$ cat src/rtl/rc4_pkg.sv
// Shared types and widths for the RC4 phase sequencer and its S-memory port mux.
package rc4_pkg;

   localparam int unsigned KEY_W  = 24;
   localparam int unsigned ADDR_W = 8;
   localparam int unsigned DATA_W = 8;

   typedef enum logic [2:0] {
      IDLE,
      ENG_RST,
      INIT,
      KSA,
      PRGA,
      DONE,
      ERROR
   } phase_e;

endpackage

$ cat src/rtl/rc4_mem_mux.sv
// Combinational 3:1 S-memory port mux; idle phases drive an all-zero, non-writing port.
module rc4_mem_mux import rc4_pkg::*; (
   input  logic [2:0]        phase,
   input  logic [ADDR_W-1:0] init_addr,
   input  logic [DATA_W-1:0] init_wrdata,
   input  logic              init_wren,
   input  logic [ADDR_W-1:0] ksa_addr,
   input  logic [DATA_W-1:0] ksa_wrdata,
   input  logic              ksa_wren,
   input  logic [ADDR_W-1:0] prga_addr,
   input  logic [DATA_W-1:0] prga_wrdata,
   input  logic              prga_wren,
   output logic [ADDR_W-1:0] mem_addr,
   output logic [DATA_W-1:0] mem_wrdata,
   output logic              mem_wren
);

   always_comb begin
      mem_addr   = '0;
      mem_wrdata = '0;
      mem_wren   = 1'b0;
      case (phase)
         INIT: begin
            mem_addr   = init_addr;
            mem_wrdata = init_wrdata;
            mem_wren   = init_wren;
         end
         KSA: begin
            mem_addr   = ksa_addr;
            mem_wrdata = ksa_wrdata;
            mem_wren   = ksa_wren;
         end
         PRGA: begin
            mem_addr   = prga_addr;
            mem_wrdata = prga_wrdata;
            mem_wren   = prga_wren;
         end
         default: ;
      endcase
   end

endmodule

$ cat src/rtl/rc4_phase_ctrl.sv
// RC4 decrypt sequencer: restarts engines, runs init -> KSA -> PRGA with a per-phase
// watchdog, and routes the single S-memory port to the active engine.
module rc4_phase_ctrl import rc4_pkg::*; #(
   parameter int unsigned TIMEOUT_CYCLES = 4096,
   parameter int unsigned RST_CYCLES     = 2,
   parameter int unsigned CNT_W          = 16
) (
   input  logic              clk,
   input  logic              rst_n,
   input  logic              start,
   input  logic [KEY_W-1:0]  key,
   output logic [KEY_W-1:0]  key_q,
   output logic              eng_rst_n,
   output logic              init_go,
   output logic              ksa_go,
   output logic              prga_go,
   input  logic              init_done,
   input  logic              ksa_done,
   input  logic              prga_done,
   input  logic [ADDR_W-1:0] init_addr,
   input  logic [DATA_W-1:0] init_wrdata,
   input  logic              init_wren,
   input  logic [ADDR_W-1:0] ksa_addr,
   input  logic [DATA_W-1:0] ksa_wrdata,
   input  logic              ksa_wren,
   input  logic [ADDR_W-1:0] prga_addr,
   input  logic [DATA_W-1:0] prga_wrdata,
   input  logic              prga_wren,
   output logic [ADDR_W-1:0] mem_addr,
   output logic [DATA_W-1:0] mem_wrdata,
   output logic              mem_wren,
   output logic              busy,
   output logic              done,
   output logic              error,
   output logic [2:0]        phase
);

   localparam logic [CNT_W-1:0] TimeoutLast = CNT_W'(TIMEOUT_CYCLES - 1);
   localparam logic [CNT_W-1:0] RstLast     = CNT_W'(RST_CYCLES - 1);

   phase_e             state_q, state_d;
   logic [CNT_W-1:0]   cnt_q, cnt_d;
   logic [KEY_W-1:0]   key_d;
   logic               eng_rst_n_q, eng_rst_n_d;
   logic [2:0]         go_q, go_d;  // {prga, ksa, init}
   logic               busy_q, busy_d;
   logic               done_q, done_d;
   logic               error_q, error_d;
   logic               active_done;

   // Only the running engine's done counts; the others may hold stale sticky flags.
   assign active_done = ((state_q == INIT) && init_done) ||
                        ((state_q == KSA)  && ksa_done)  ||
                        ((state_q == PRGA) && prga_done);

   always_comb begin
      state_d     = state_q;
      cnt_d       = cnt_q;
      key_d       = key_q;
      eng_rst_n_d = eng_rst_n_q;
      go_d        = go_q;
      busy_d      = busy_q;
      done_d      = done_q;
      error_d     = error_q;
      case (state_q)
         IDLE, DONE, ERROR: begin
            if (start) begin
               state_d     = ENG_RST;
               key_d       = key;
               busy_d      = 1'b1;
               done_d      = 1'b0;
               error_d     = 1'b0;
               eng_rst_n_d = 1'b0;
               go_d        = 3'b000;
               cnt_d       = '0;
            end
         end
         ENG_RST: begin
            if (cnt_q == RstLast) begin
               state_d     = INIT;
               eng_rst_n_d = 1'b1;
               go_d        = 3'b001;
               cnt_d       = '0;
            end else begin
               cnt_d = cnt_q + 1'b1;
            end
         end
         INIT, KSA, PRGA: begin
            cnt_d = cnt_q + 1'b1;
            // done is tested first so a done on the final watchdog cycle still advances
            if (active_done) begin
               cnt_d = '0;
               if (state_q == INIT) begin
                  state_d = KSA;
                  go_d    = 3'b010;
               end else if (state_q == KSA) begin
                  state_d = PRGA;
                  go_d    = 3'b100;
               end else begin
                  state_d = DONE;
                  go_d    = 3'b000;
                  busy_d  = 1'b0;
                  done_d  = 1'b1;
               end
            end else if (cnt_q == TimeoutLast) begin
               state_d = ERROR;
               go_d    = 3'b000;
               busy_d  = 1'b0;
               error_d = 1'b1;
               cnt_d   = '0;
            end
         end
         default: begin
            state_d     = IDLE;
            cnt_d       = '0;
            eng_rst_n_d = 1'b1;
            go_d        = 3'b000;
            busy_d      = 1'b0;
            done_d      = 1'b0;
            error_d     = 1'b0;
         end
      endcase
   end

   always_ff @(posedge clk or negedge rst_n) begin
      if (!rst_n) begin
         state_q     <= IDLE;
         cnt_q       <= '0;
         key_q       <= '0;
         eng_rst_n_q <= 1'b1;
         go_q        <= 3'b000;
         busy_q      <= 1'b0;
         done_q      <= 1'b0;
         error_q     <= 1'b0;
      end else begin
         state_q     <= state_d;
         cnt_q       <= cnt_d;
         key_q       <= key_d;
         eng_rst_n_q <= eng_rst_n_d;
         go_q        <= go_d;
         busy_q      <= busy_d;
         done_q      <= done_d;
         error_q     <= error_d;
      end
   end

   assign eng_rst_n = eng_rst_n_q;
   assign init_go   = go_q[0];
   assign ksa_go    = go_q[1];
   assign prga_go   = go_q[2];
   assign busy      = busy_q;
   assign done      = done_q;
   assign error     = error_q;
   assign phase     = state_q;

   rc4_mem_mux u_mem_mux (
      .phase       (state_q),
      .init_addr   (init_addr),
      .init_wrdata (init_wrdata),
      .init_wren   (init_wren),
      .ksa_addr    (ksa_addr),
      .ksa_wrdata  (ksa_wrdata),
      .ksa_wren    (ksa_wren),
      .prga_addr   (prga_addr),
      .prga_wrdata (prga_wrdata),
      .prga_wren   (prga_wren),
      .mem_addr    (mem_addr),
      .mem_wrdata  (mem_wrdata),
      .mem_wren    (mem_wren)
   );

endmodule

$ cat config.mk
export PLATFORM = sky130hd
export DESIGN_NAME = rc4_phase_ctrl
export DESIGN_NICKNAME = d
export VERILOG_FILES = /design/src/rtl/rc4_pkg.sv /design/src/rtl/rc4_mem_mux.sv /design/src/rtl/rc4_phase_ctrl.sv
export SDC_FILE = /design/constraint.sdc
export NUM_CORES = 1
export LEC_CHECK = 0
export ABC_AREA = 1
export CORE_MARGIN = 2
export CORE_UTILIZATION = 41
export DETAILED_ROUTE_END_ITERATION = 7
export PLACE_DENSITY_LB_ADDON = 0.12
export SLEW_MARGIN = 40
export SYNTH_ARGS = -nofsm -noshare
export SYNTH_HDL_FRONTEND = slang
export SYNTH_SLANG_ARGS = --single-unit
export TNS_END_PERCENT = 50
$ cat constraint.sdc
create_clock -name clk -period 1.9 [get_ports clk]
set_input_delay 0.19 -clock clk [delete_from_list [all_inputs] [get_ports clk]]
set_output_delay 0.19 -clock clk [all_outputs]
set_load 0.02 [all_outputs]
==> results_dict.tcl <==
set metrics [dict create \
    status "complete, no violations" \
    critPathKind "reg -> out" \
    antenna_cells 0 \
    grt_pass1_vias 3029 \
    drt_iter0_drc 126 \
    worst_slack_ns 0.120 \
    synth_adder_area_share_pct 0.894 \
    fin_cells 632 \
    drive_above_1_share_pct 12.3 \
    synth_area_mm2 0.00280 \
    fin_area_mm2 0.00444 \
    worstPathMaxFanout 5 \
    max_freq_mhz 562 \
    critical_path_required_ns 1.71 \
    cp-start-kind "flop" \
    die-area_mm2 0.00750 \
    core_area_mm2 0.00668 \
    routedWlPerCell_um 13.0 \
    synth_cell_types 25 \
    synth_area_leaders "dfrtp_1 (44%), nand2_1 (26%), nand3_1 (8.2%), inv_1 (4.2%), nor2_1 (3.4%)" \
    slowest_stage "dfrtp_2" \
    ys_top_cells_by_count "nand2_1 (191), dfrtp_1 (49), nand3_1 (46)" \
    hold_violations 0 \
    root_buffer "clkbuf_8" \
    hold_path.class "in -> async" \
    setup_viol 0 \
    synth-edff-count 0 \
    skew_ns 0.0166 \
    p_total_mw 6.55 \
    cts_buffers 5 \
    power_density_mw_per_mm2 1470 \
    post-synth-top-count-cell "nand2_1" \
    antenna_left 0 \
    drv_slew 0 \
    area_delta_synth_final_pct 58.8 \
    die_y_um 86.6 \
    layout.nets 634 \
    syn_nets 484 \
    syn_area_per_cell_um2 6.98 \
    cp.arrival_ns 1.59 \
    cpPeakStageDelay_ns 0.45 \
    synth_xor_area_share_pct 1.88 \
    synth_compound_area_share_pct 2.68 \
    synth_top_family_by_area "simple AND/OR/NAND/NOR gates" \
    dr.pass1.iters 4 \
    p_leak_nw 2.22 \
    vias_per_cell 4.91 \
    slew_headroom_pct 71.0 \
    start_util_pct 41.9 \
    antenna_found_initial 0 \
    synth_ff_type "dfrtp_1" \
    synthMuxAreaShare_pct 0 \
    vias 3100 \
    row_count 30 \
    cp_cell_sequence "inv_2, nand3_4, clkinvlp_4, buf_2, nand2_1, nand3_1, clkdlybuf4s15_2" \
    dp_cells 618 \
    worst_slew_pin_slew_ns 0.433 \
    clkLatencyLatePin_ns 0.31 \
    post-route-period-util_pct 93.7 \
    cts_tree "done" \
    grt_pass1_wl_um 13600 \
    io_pins 132 \
    endpoint_kind "output port" \
    post_dp_cell_area_mm2 0.00429 \
    htree_levels 2 \
    io_buffers 131 \
    period_minus_slack_ns 1.78 \
    gp_congestion 0.917 \
    clockBufferDepth 2 \
    drc_errors 0 \
    clock_sinks 50 \
    wl_um 8230 \
    grt_usage_pct 22.4 \
    setup_tns_ns 0 \
    synth_simple_gate_area_share_pct 43.0 \
    dpl.hpwl_um 6280 \
    grt_max_degree 34 \
    synth_top_area_share_pct 43.8 \
    ir_drop_v 0.000950 \
    ys_warn_count 0 \
    syn-instance-count 401 \
    cts.clk_slew.worst_paths_ns 0.10 \
    drv_cap 0 \
    seq_area_frac_synth_pct 44.8 \
    post-place-ws_ns -0.0643 \
    async_flop_share_pct 100 \
    overflow 0 \
    rsz0062_at_grt "true" \
    synth_seq_cells 50 \
    die_w_um 86.6 \
    yosysTopAreaCell "dfrtp_1" \
]
==> metrics by stage <==
stage	util [%]	hold slack, ns
final	66.5	0.343
after global routing	66.5	0.393
after CTS	66.9	0.406
after detailed placement	64.1	0.286
after global placement	64.1	0.279
after floorplan	-	-0.106
==> worst max-delay path: cells and delay by family, from the launching register on <==
family | cells | cell delay (ns)
flip-flops | 1 | 0.45
AND/OR/NAND/NOR | 3 | 0.23
buffers and inverters | 4 | 0.58
==> power breakdown <==
group	total, mW	internal, mW	switching [mW]
registers	1.70	1.45	0.244
clock network	0.899	0.527	0.371
logic	3.95	1.62	2.33
total	6.55	3.61	2.94
==> cells in the final DEF, fill, tap and decap left out, drive strengths merged, types with 6 or more instances in the layout <==
cell / instances
nand3: 50
nand4: 10
clkbuf: 20
nand2: 191
xor2: 6
dfrtp: 49
nor2: 28
clkdlybuf4s50: 113
inv: 36
buf: 20
o21ai: 8
==> state kept, by name (all words and copies together) (netlist names) <==
| name | cells |
|---|---|
| eng_rst_n | 1 |
| error | 1 |
| go_q | 3 |
| key_q | 24 |
| phase | 3 |
| busy | 1 |
| cnt_q | 16 |
| done | 1 |
==> cells by family after synthesis <==
logic type	after synthesis
AOI/OAI and AO/OA	13
and+or+nand+nor	282
xor gates and xnor gates	6
adders and majority gates	2
DFF	50
buffers and inverters	48
==> worst paths after layout <==
| path | slack, ns | cells after the start | startpoint | endpoint |
|---|---|---|---|---|
| worst max-delay path | 0.12 | 7 | phase[0] | mem_wrdata[4] |
| worst min-delay path | 0.34 | 2 | rst_n | key_q[1] |
| worst max register to register | 0.14 | 8 | phase[1] | cnt_q[7] |
| worst min register to register | 0.48 | 2 | go_q[2] | go_q[2] |
| max in group asynchronous | 1.04 | 3 | rst_n | phase[2] |
| min in group clk | 0.41 | 3 | key[4] | key_q[4] |
==> layer usage <==
layer | part of all wire [%] | global-route usage, % | vias to the layer above
li1 | - | - | 1558
met1 | 43 | 27.6 | 1395
met2 | 48 | 38.6 | 131
met3 | 8.0 | 5.43 | 16
met4 | 1.9 | 7.53 | 0
met5 | 0 | 0 | -
==> area by class of cell <==
cell class	count	area (um2)
Tap cell	80	100
Timing Repair inverter	1	7.51
Inverter	39	159
Clock buffer	5	68.8
Fill cell	581	2240
Sequential cell	50	1250
Timing Repair Buffer	151	1400
Clock inverter	3	68.8
Multi-Input combinational cell	303	1390
==> repair_timing <==
action	CTS	global route
setup buffers	3	1
cloned	1	0
hold buffers	1	0
endpoints found under the hold margin	30	0
setup endpoints to repair	17	38
gates resized for setup	29	36
Note: power is estimated with default switching activity, not from simulation.
